--- config.mk ---
export PLATFORM = sky130hd
export DESIGN_NAME = om_range_writer
export DESIGN_NICKNAME = d
export VERILOG_FILES = /design/src/rtl/om_pkg.sv /design/src/rtl/om_range_fifo.sv /design/src/rtl/om_range_writer.sv
export SDC_FILE = /design/constraint.sdc
export NUM_CORES = 1
export LEC_CHECK = 0
export ABC_AREA = 1
export ABC_CLOCK_PERIOD_IN_PS = 6700
export CAP_MARGIN = 20
export CORE_MARGIN = 2
export CORE_UTILIZATION = 43
export CTS_BUF_LIST = sky130_fd_sc_hd__clkbuf_4
export CTS_CLUSTER_SIZE = 25
export DETAILED_ROUTE_END_ITERATION = 8
export GPL_ROUTABILITY_DRIVEN = 0
export HOLD_SLACK_MARGIN = 0.03
export PLACE_DENSITY = 0.58
export SLEW_MARGIN = 25
export SYNTH_ARGS = -nofsm -noshare
export SYNTH_HDL_FRONTEND = slang
export SYNTH_HIERARCHICAL = 1
export SYNTH_SLANG_ARGS = --single-unit
--- constraint.sdc ---
create_clock -name clk_i -period 6.7 [get_ports clk_i]
set_input_delay 0.67 -clock clk_i [delete_from_list [all_inputs] [get_ports clk_i]]
set_output_delay 0.67 -clock clk_i [all_outputs]
set_load 0.01 [all_outputs]
--- src/rtl/om_pkg.sv ---
// Shared types for the object-metadata range writer: record layout, config
// commands, error-bit indices and FSM states.
package om_pkg;

    typedef struct packed {
        logic [31:0] first;
        logic [31:0] last;
    } om_range_t;

    typedef enum logic [1:0] {
        CMD_BASE  = 2'd0,
        CMD_SIZE  = 2'd1,
        CMD_CLEAR = 2'd2,
        CMD_RSVD  = 2'd3
    } om_cfg_cmd_e;

    localparam int ERR_SEQ  = 0;
    localparam int ERR_ZERO = 1;
    localparam int ERR_FULL = 2;
    localparam int ERR_OVF  = 3;

    typedef enum logic {
        ST_IDLE,
        ST_HAVE_BASE
    } om_state_e;

endpackage

--- src/rtl/om_range_fifo.sv ---
// Synchronous om_range_t FIFO with push/pop/flush; head visible combinationally.
// Latency: a push is visible at the head the cycle after; flush wins over push/pop.
module om_range_fifo
    import om_pkg::*;
#(
    parameter int DEPTH = 4
) (
    input  logic                       clk_i,
    input  logic                       rst_ni,
    input  logic                       push_i,
    input  om_range_t                  push_dat_i,
    input  logic                       pop_i,
    input  logic                       flush_i,
    output om_range_t                  head_o,
    output logic                       full_o,
    output logic                       empty_o,
    output logic [$clog2(DEPTH):0]     count_o
);

    localparam int AW = $clog2(DEPTH);

    om_range_t          r_mem [DEPTH];
    logic [AW-1:0]      r_wr_ptr;
    logic [AW-1:0]      r_rd_ptr;
    logic [AW:0]        r_count;
    logic               w_do_push;
    logic               w_do_pop;

    assign full_o    = (r_count == (AW+1)'(DEPTH));
    assign empty_o   = (r_count == '0);
    assign count_o   = r_count;
    assign head_o    = r_mem[r_rd_ptr];
    assign w_do_push = push_i && !full_o;
    assign w_do_pop  = pop_i && !empty_o;

    always_ff @(posedge clk_i or negedge rst_ni) begin
        if (!rst_ni) begin
            r_wr_ptr <= '0;
            r_rd_ptr <= '0;
            r_count  <= '0;
            for (int i = 0; i < DEPTH; i++) r_mem[i] <= '0;
        end else if (flush_i) begin
            r_wr_ptr <= '0;
            r_rd_ptr <= '0;
            r_count  <= '0;
        end else begin
            if (w_do_push) begin
                r_mem[r_wr_ptr] <= push_dat_i;
                r_wr_ptr        <= r_wr_ptr + 1'b1;
            end
            if (w_do_pop) r_rd_ptr <= r_rd_ptr + 1'b1;
            case ({w_do_push, w_do_pop})
                2'b10:   r_count <= r_count + 1'b1;
                2'b01:   r_count <= r_count - 1'b1;
                default: r_count <= r_count;
            endcase
        end
    end

endmodule

--- src/rtl/om_range_writer.sv ---
// Producer side of the object-metadata range buffer: BASE/SIZE config -> [first,last] records.
// Records emit the cycle after SIZE; en_write_o = FIFO non-empty & wr_ready_i. Optional OM_RANGE_OVERFLOW_CHECK_EN.
module om_range_writer
    import om_pkg::*;
#(
    parameter int DEPTH = 4,
    parameter int CNT_W = 16
) (
    input  logic             clk_i,
    input  logic             rst_ni,
    input  logic             cfg_we_i,
    input  logic [1:0]       cfg_sel_i,
    input  logic [31:0]      cfg_wdata_i,
    input  logic             wr_ready_i,
    output logic             en_write_o,
    output logic [31:0]      addr_first_o,
    output logic [31:0]      addr_last_o,
    output logic             clear_o,
    output logic             busy_o,
    output logic [3:0]       err_o,
    output logic [CNT_W-1:0] rec_count_o
);

    om_state_e          r_state;
    om_state_e          w_state_nxt;
    logic [31:0]        r_base;
    logic [3:0]         r_err;
    logic [CNT_W-1:0]   r_cnt;
    logic               r_clear;

    om_cfg_cmd_e        w_cmd;
    logic               w_is_base, w_is_size, w_is_clear, w_is_rsvd;
    logic [31:0]        w_last;
    logic               w_zero, w_ovf, w_size_ok, w_push;
    logic [3:0]         w_err_set;
    om_range_t          w_push_dat, w_head;
    logic               w_full, w_empty;
    logic [$clog2(DEPTH):0] w_count;

    assign w_cmd      = om_cfg_cmd_e'(cfg_sel_i);
    assign w_is_base  = cfg_we_i && (w_cmd == CMD_BASE);
    assign w_is_size  = cfg_we_i && (w_cmd == CMD_SIZE);
    assign w_is_clear = cfg_we_i && (w_cmd == CMD_CLEAR);
    assign w_is_rsvd  = cfg_we_i && (w_cmd == CMD_RSVD);
    assign w_zero     = (cfg_wdata_i == 32'd0);

`ifdef OM_RANGE_OVERFLOW_CHECK_EN
    logic [32:0] w_sum;
    assign w_sum  = {1'b0, r_base} + {1'b0, cfg_wdata_i} - 33'd1;
    assign w_last = w_sum[31:0];
    // Zero size is reported as ERR_ZERO only, not also as an overflow.
    assign w_ovf  = w_sum[32] && !w_zero;
`else
    assign w_last = r_base + cfg_wdata_i - 32'd1;
    assign w_ovf  = 1'b0;
`endif

    assign w_size_ok  = w_is_size && (r_state == ST_HAVE_BASE) && !w_zero && !w_ovf;
    assign w_push     = w_size_ok && !w_full;
    assign w_push_dat = '{first: r_base, last: w_last};

    always_comb begin
        w_err_set           = '0;
        w_err_set[ERR_SEQ]  = w_is_rsvd || (w_is_size && r_state == ST_IDLE);
        w_err_set[ERR_ZERO] = w_is_size && (r_state == ST_HAVE_BASE) && w_zero;
        w_err_set[ERR_OVF]  = w_is_size && (r_state == ST_HAVE_BASE) && w_ovf;
        w_err_set[ERR_FULL] = w_size_ok && w_full;
    end

    always_comb begin
        w_state_nxt = r_state;
        if (w_is_clear)      w_state_nxt = ST_IDLE;
        else if (w_is_base)  w_state_nxt = ST_HAVE_BASE;
        else if (w_is_size)  w_state_nxt = ST_IDLE;
    end

    always_ff @(posedge clk_i or negedge rst_ni) begin
        if (!rst_ni) r_state <= ST_IDLE;
        else         r_state <= w_state_nxt;
    end

    om_range_fifo #(.DEPTH(DEPTH)) u_fifo (
        .clk_i      (clk_i),
        .rst_ni     (rst_ni),
        .push_i     (w_push),
        .push_dat_i (w_push_dat),
        .pop_i      (en_write_o),
        .flush_i    (w_is_clear),
        .head_o     (w_head),
        .full_o     (w_full),
        .empty_o    (w_empty),
        .count_o    (w_count)
    );

    always_ff @(posedge clk_i or negedge rst_ni) begin
        if (!rst_ni) begin
            r_base  <= '0;
            r_err   <= '0;
            r_cnt   <= '0;
            r_clear <= 1'b0;
        end else begin
            r_clear <= w_is_clear;
            if (w_is_base) r_base <= cfg_wdata_i;
            if (w_is_clear) begin
                r_err <= '0;
                r_cnt <= '0;
            end else begin
                r_err <= r_err | w_err_set;
                if (en_write_o && (r_cnt != '1)) r_cnt <= r_cnt + 1'b1;
            end
        end
    end

    assign en_write_o   = !w_empty && wr_ready_i;
    assign addr_first_o = w_empty ? 32'd0 : w_head.first;
    assign addr_last_o  = w_empty ? 32'd0 : w_head.last;
    assign clear_o      = r_clear;
    assign busy_o       = (r_state == ST_HAVE_BASE) || (w_count != '0);
    assign err_o        = r_err;
    assign rec_count_o  = r_cnt;

endmodule

==> out/metrics.yaml <==
global_route:
  grt_use_total_pct: 22.28
  overflow: 0
  antenna_found_initial: 2
  grt_start_max_net_pins: 149
  grt_pass1_vias: 14780
  grt_pass1_wl_mm: 77.85
sta:
  max-slew-margin-rel_pct: 40.58
  worst_pin_slew_ns: 0.8912
  slew_viol_final: 0
  fin_tns_setup_ns: 0
  hold_viol: 0
  finalCriticalPeriod_ns: 4.898
  max_clock_freq_ghz: 0.2042
  setup_viol: 0
  rsz0062_at_grt: "no"
  period_share_pct: 73.11
  final.setup_skew_ns: 0.04540
routing:
  via_per_inst: 5.035
  drt-total-wl_mm: 47.70
  wl_per_cell_um: 15.57
  drc: 1
  first_pass_iters: 9
  vias: 15430
  ant_nets: 0
  first_iter_violations: 1011
yosys:
  synth-edff-count: 0
  synth_top_area_share_pct: 43.62
  synth_top_area_cell: "dfrtp_1"
  synth-seq-area-share_pct: 43.62
  synth_cell_type_count: 35
  ys_top_cells_by_area: "dfrtp_1 44%, nand2_1 12%, inv_1 7.9%"
  syn-instance-count: 2365
  synthesis.nets: 2471
  post_synth.cell_area_avg_um2: 7.665
  netlist_area_um2: 18130
  async_flop_share_pct: 100.0
  ys_ff_latch: 316
  yosys_warnings: 6
  ys.flop_type: "dfrtp_1"
clock_network:
  cts-resized-gates: 0
  h-tree-depth: 3
  cts_buffers: 87
  cts-root-buf: "clkbuf_4"
  path_clk_slew_ns: 0.06
  clock-sinks: 316
  cts_setup_buffers: 0
  holdBufCountCts: 1
  insertion_delay_ns: 0.80
  cts_tree: "done"
  cts_max_path_buffers: 3
critical_path:
  cp-end-kind: "output port"
  worst-endpoint-required_ns: 6.03
  crit_family: "buffers and inverters"
  cp-startpoint: "u_fifo/r_rd_ptr[0]$_DFFE_PN0P_"
  crit_type: "reg2out"
  cp-start-kind: "register"
  crit_chain: "clkinv_2 > buf_4 > o21ai_0 > o22ai_1 > inv_1 > nor2_1 > clkdlybuf4s50_1"
  crit_slowest_cell: "clkinv_2"
  cp_max_fo: 67
  cp.arrival_ns: 4.23
  slowest_delay_ns: 0.83
  crit_buf_inv: 4
  timing.rr.start: "u_fifo/count_o[0]$_DFFE_PN0P_"
placement:
  placement.io_buffers: 123
  placed_area_um2: 19300
  hpwlAfterDp_mm: 31.78
floorplanning:
  fp.dieW_um: 209.3
  rows: 75
  io_pins: 125
  coreArea_um2: 41760
  fp.dieArea_um2: 43820
  die_h_um: 209.3
  initial_utilization_pct: 43.41
power_and_ir_drop:
  power.density_nw_per_um2: 397.6
  p_leak_nw: 10.32
  peakVddDrop_mv: 0.2024
layout:
  drive_gt1_share_pct: 10.35
  syn2layout_area_growth_pct: 12.14
  nets: 2583
  post-route-cell-area_um2: 20330
worst_hold_path:
  hp-start: "u_fifo/r_mem[88]$_DFFE_PN0P_"
  hold_class: "reg2reg"
run:
  cap_violations: 0
status:
  outcome: "complete, but fails checks"
  violations: "design-rule violations"
==> cell usage after synthesis, types with 27 or more instances <==
library cell  instances
nand2_1             564
inv_1               382
dfrtp_1             316
nor2_1              273
o21ai_1             171
o21ai_0             163
o21ai_2              95
ha_1                 66
o22ai_1              64
buf_6                57
clkbuf_1             47
nand3_1              41
a21oi_1              27
==> per-stage QoR <==
step / setup slack [ns] / hold slack, ns / util (%) / cells / power, mW
after floorplan: 4.057 / 0.3744 / - / 2365 / 5.024
final: 1.802 / 0.4781 / 48.68 / 3064 / 8.082
after global routing: 1.490 / 0.4550 / 48.68 / 3064 / 8.787
after global placement: 2.686 / 0.4590 / 46.22 / 2926 / 6.438
after CTS: 1.737 / 0.4337 / 48.62 / 3061 / 8.187
after detailed placement: 2.624 / 0.4628 / 46.22 / 2926 / 6.477
==> cell usage in the layout, fill, tap and decap left out, drive strengths merged <==
cell type      synthesis  routed
xnor2                  6       6
fa                     2       2
o22ai                 64      64
mux2                   1       1
dlygate4sd3            0       1
clkinv                 1      16
nand3                 44      44
o21ai                429     429
a21oi                 27      27
o21bai                 5       5
buf                   70      17
clkdlybuf4s50          0     122
dfrtp                316     316
nand2                572     572
nor3                  12      12
a31oi                  1       1
o31ai                  2       2
bufinv                 0       2
xor2                  19      19
a21o                   1       1
conb                   1       1
nand4                 19      19
inv                  384     386
clkbuf                47     115
diode                  0       3
nor2                 276     276
ha                    66      66
==> tightest hold or removal path: stages, from the launching register on <==
cell	delay, ns
dfrtp_1	0.34
nand2_1	0.06
o21ai_2	0.05
==> where the power goes <==
part	internal (mW)	switching [mW]	total, mW
logic	1.44	2.32	3.76
registers	2.34	0.322	2.66
clock network	0.861	0.800	1.66
total	4.64	3.44	8.08
==> logic make-up (layout without fill, tap and decap cells) <==
kind of cell    count (synthesis)  count (layout)  share of synthesized area (%)
simple gates                  923             923                          20.32
compound gates                529             529                          17.13
buf+inv                       502             659                          12.87
flops                         316             316                          43.62
fa+ha+maj                      68              68                          4.776
xor+xnor                       25              25                          1.208
other cells                     1               4                        0.02069
mux                             1               1                        0.06211
==> flip-flops by register name, summed over array words and instances (netlist names) <==
signal and flops:
u_fifo/r_wr_ptr 2, u_fifo/r_mem 256, clear_o 1, u_fifo/count_o 3
r_base 32, rec_count_o 16, err_o 3, u_fifo/r_rd_ptr 2
r_state 1
==> layer usage <==
metal / up-vias / track usage [%] / share of wire, %
li1: 7735 / - / -
met1: 7241 / 31.04 / 48
met2: 374 / 35.22 / 45
met3: 77 / 4.534 / 5.2
met4: 0 / 6.576 / 2.0
met5: - / 0 / 0
==> area by class of cell <==
class | instances | area [um^2]
Multi-Input combinational cell | 1547 | 7914
Inverter | 385 | 1448
Tap cell | 539 | 674.4
Antenna cell | 3 | 7.507
Timing Repair Buffer | 140 | 1379
Clock buffer | 115 | 863.3
Clock inverter | 19 | 131.4
Sequential cell | 316 | 7913
Fill cell | 4257 | 21430
==> worst paths after layout <==
| path | end | slack, ns | depth (start not counted) |
|---|---|---|---|
| worst max register to register | u_fifo/count_o[2]$_DFFE_PN0P_ | 3.55 | 15 |
| min in group asynchronous | u_fifo/r_mem[35]$_DFFE_PN0P_ | 0.50 | 2 |
| max in group asynchronous | u_fifo/r_rd_ptr[0]$_DFFE_PN0P_ | 4.64 | 3 |
| worst min-delay path | u_fifo/r_mem[88]$_DFFE_PN0P_ | 0.48 | 2 |
| worst min register to register | u_fifo/r_mem[88]$_DFFE_PN0P_ | 0.48 | 2 |
| worst max-delay path | addr_last_o[17] | 1.80 | 7 |
(Power assumes the default switching activity.)
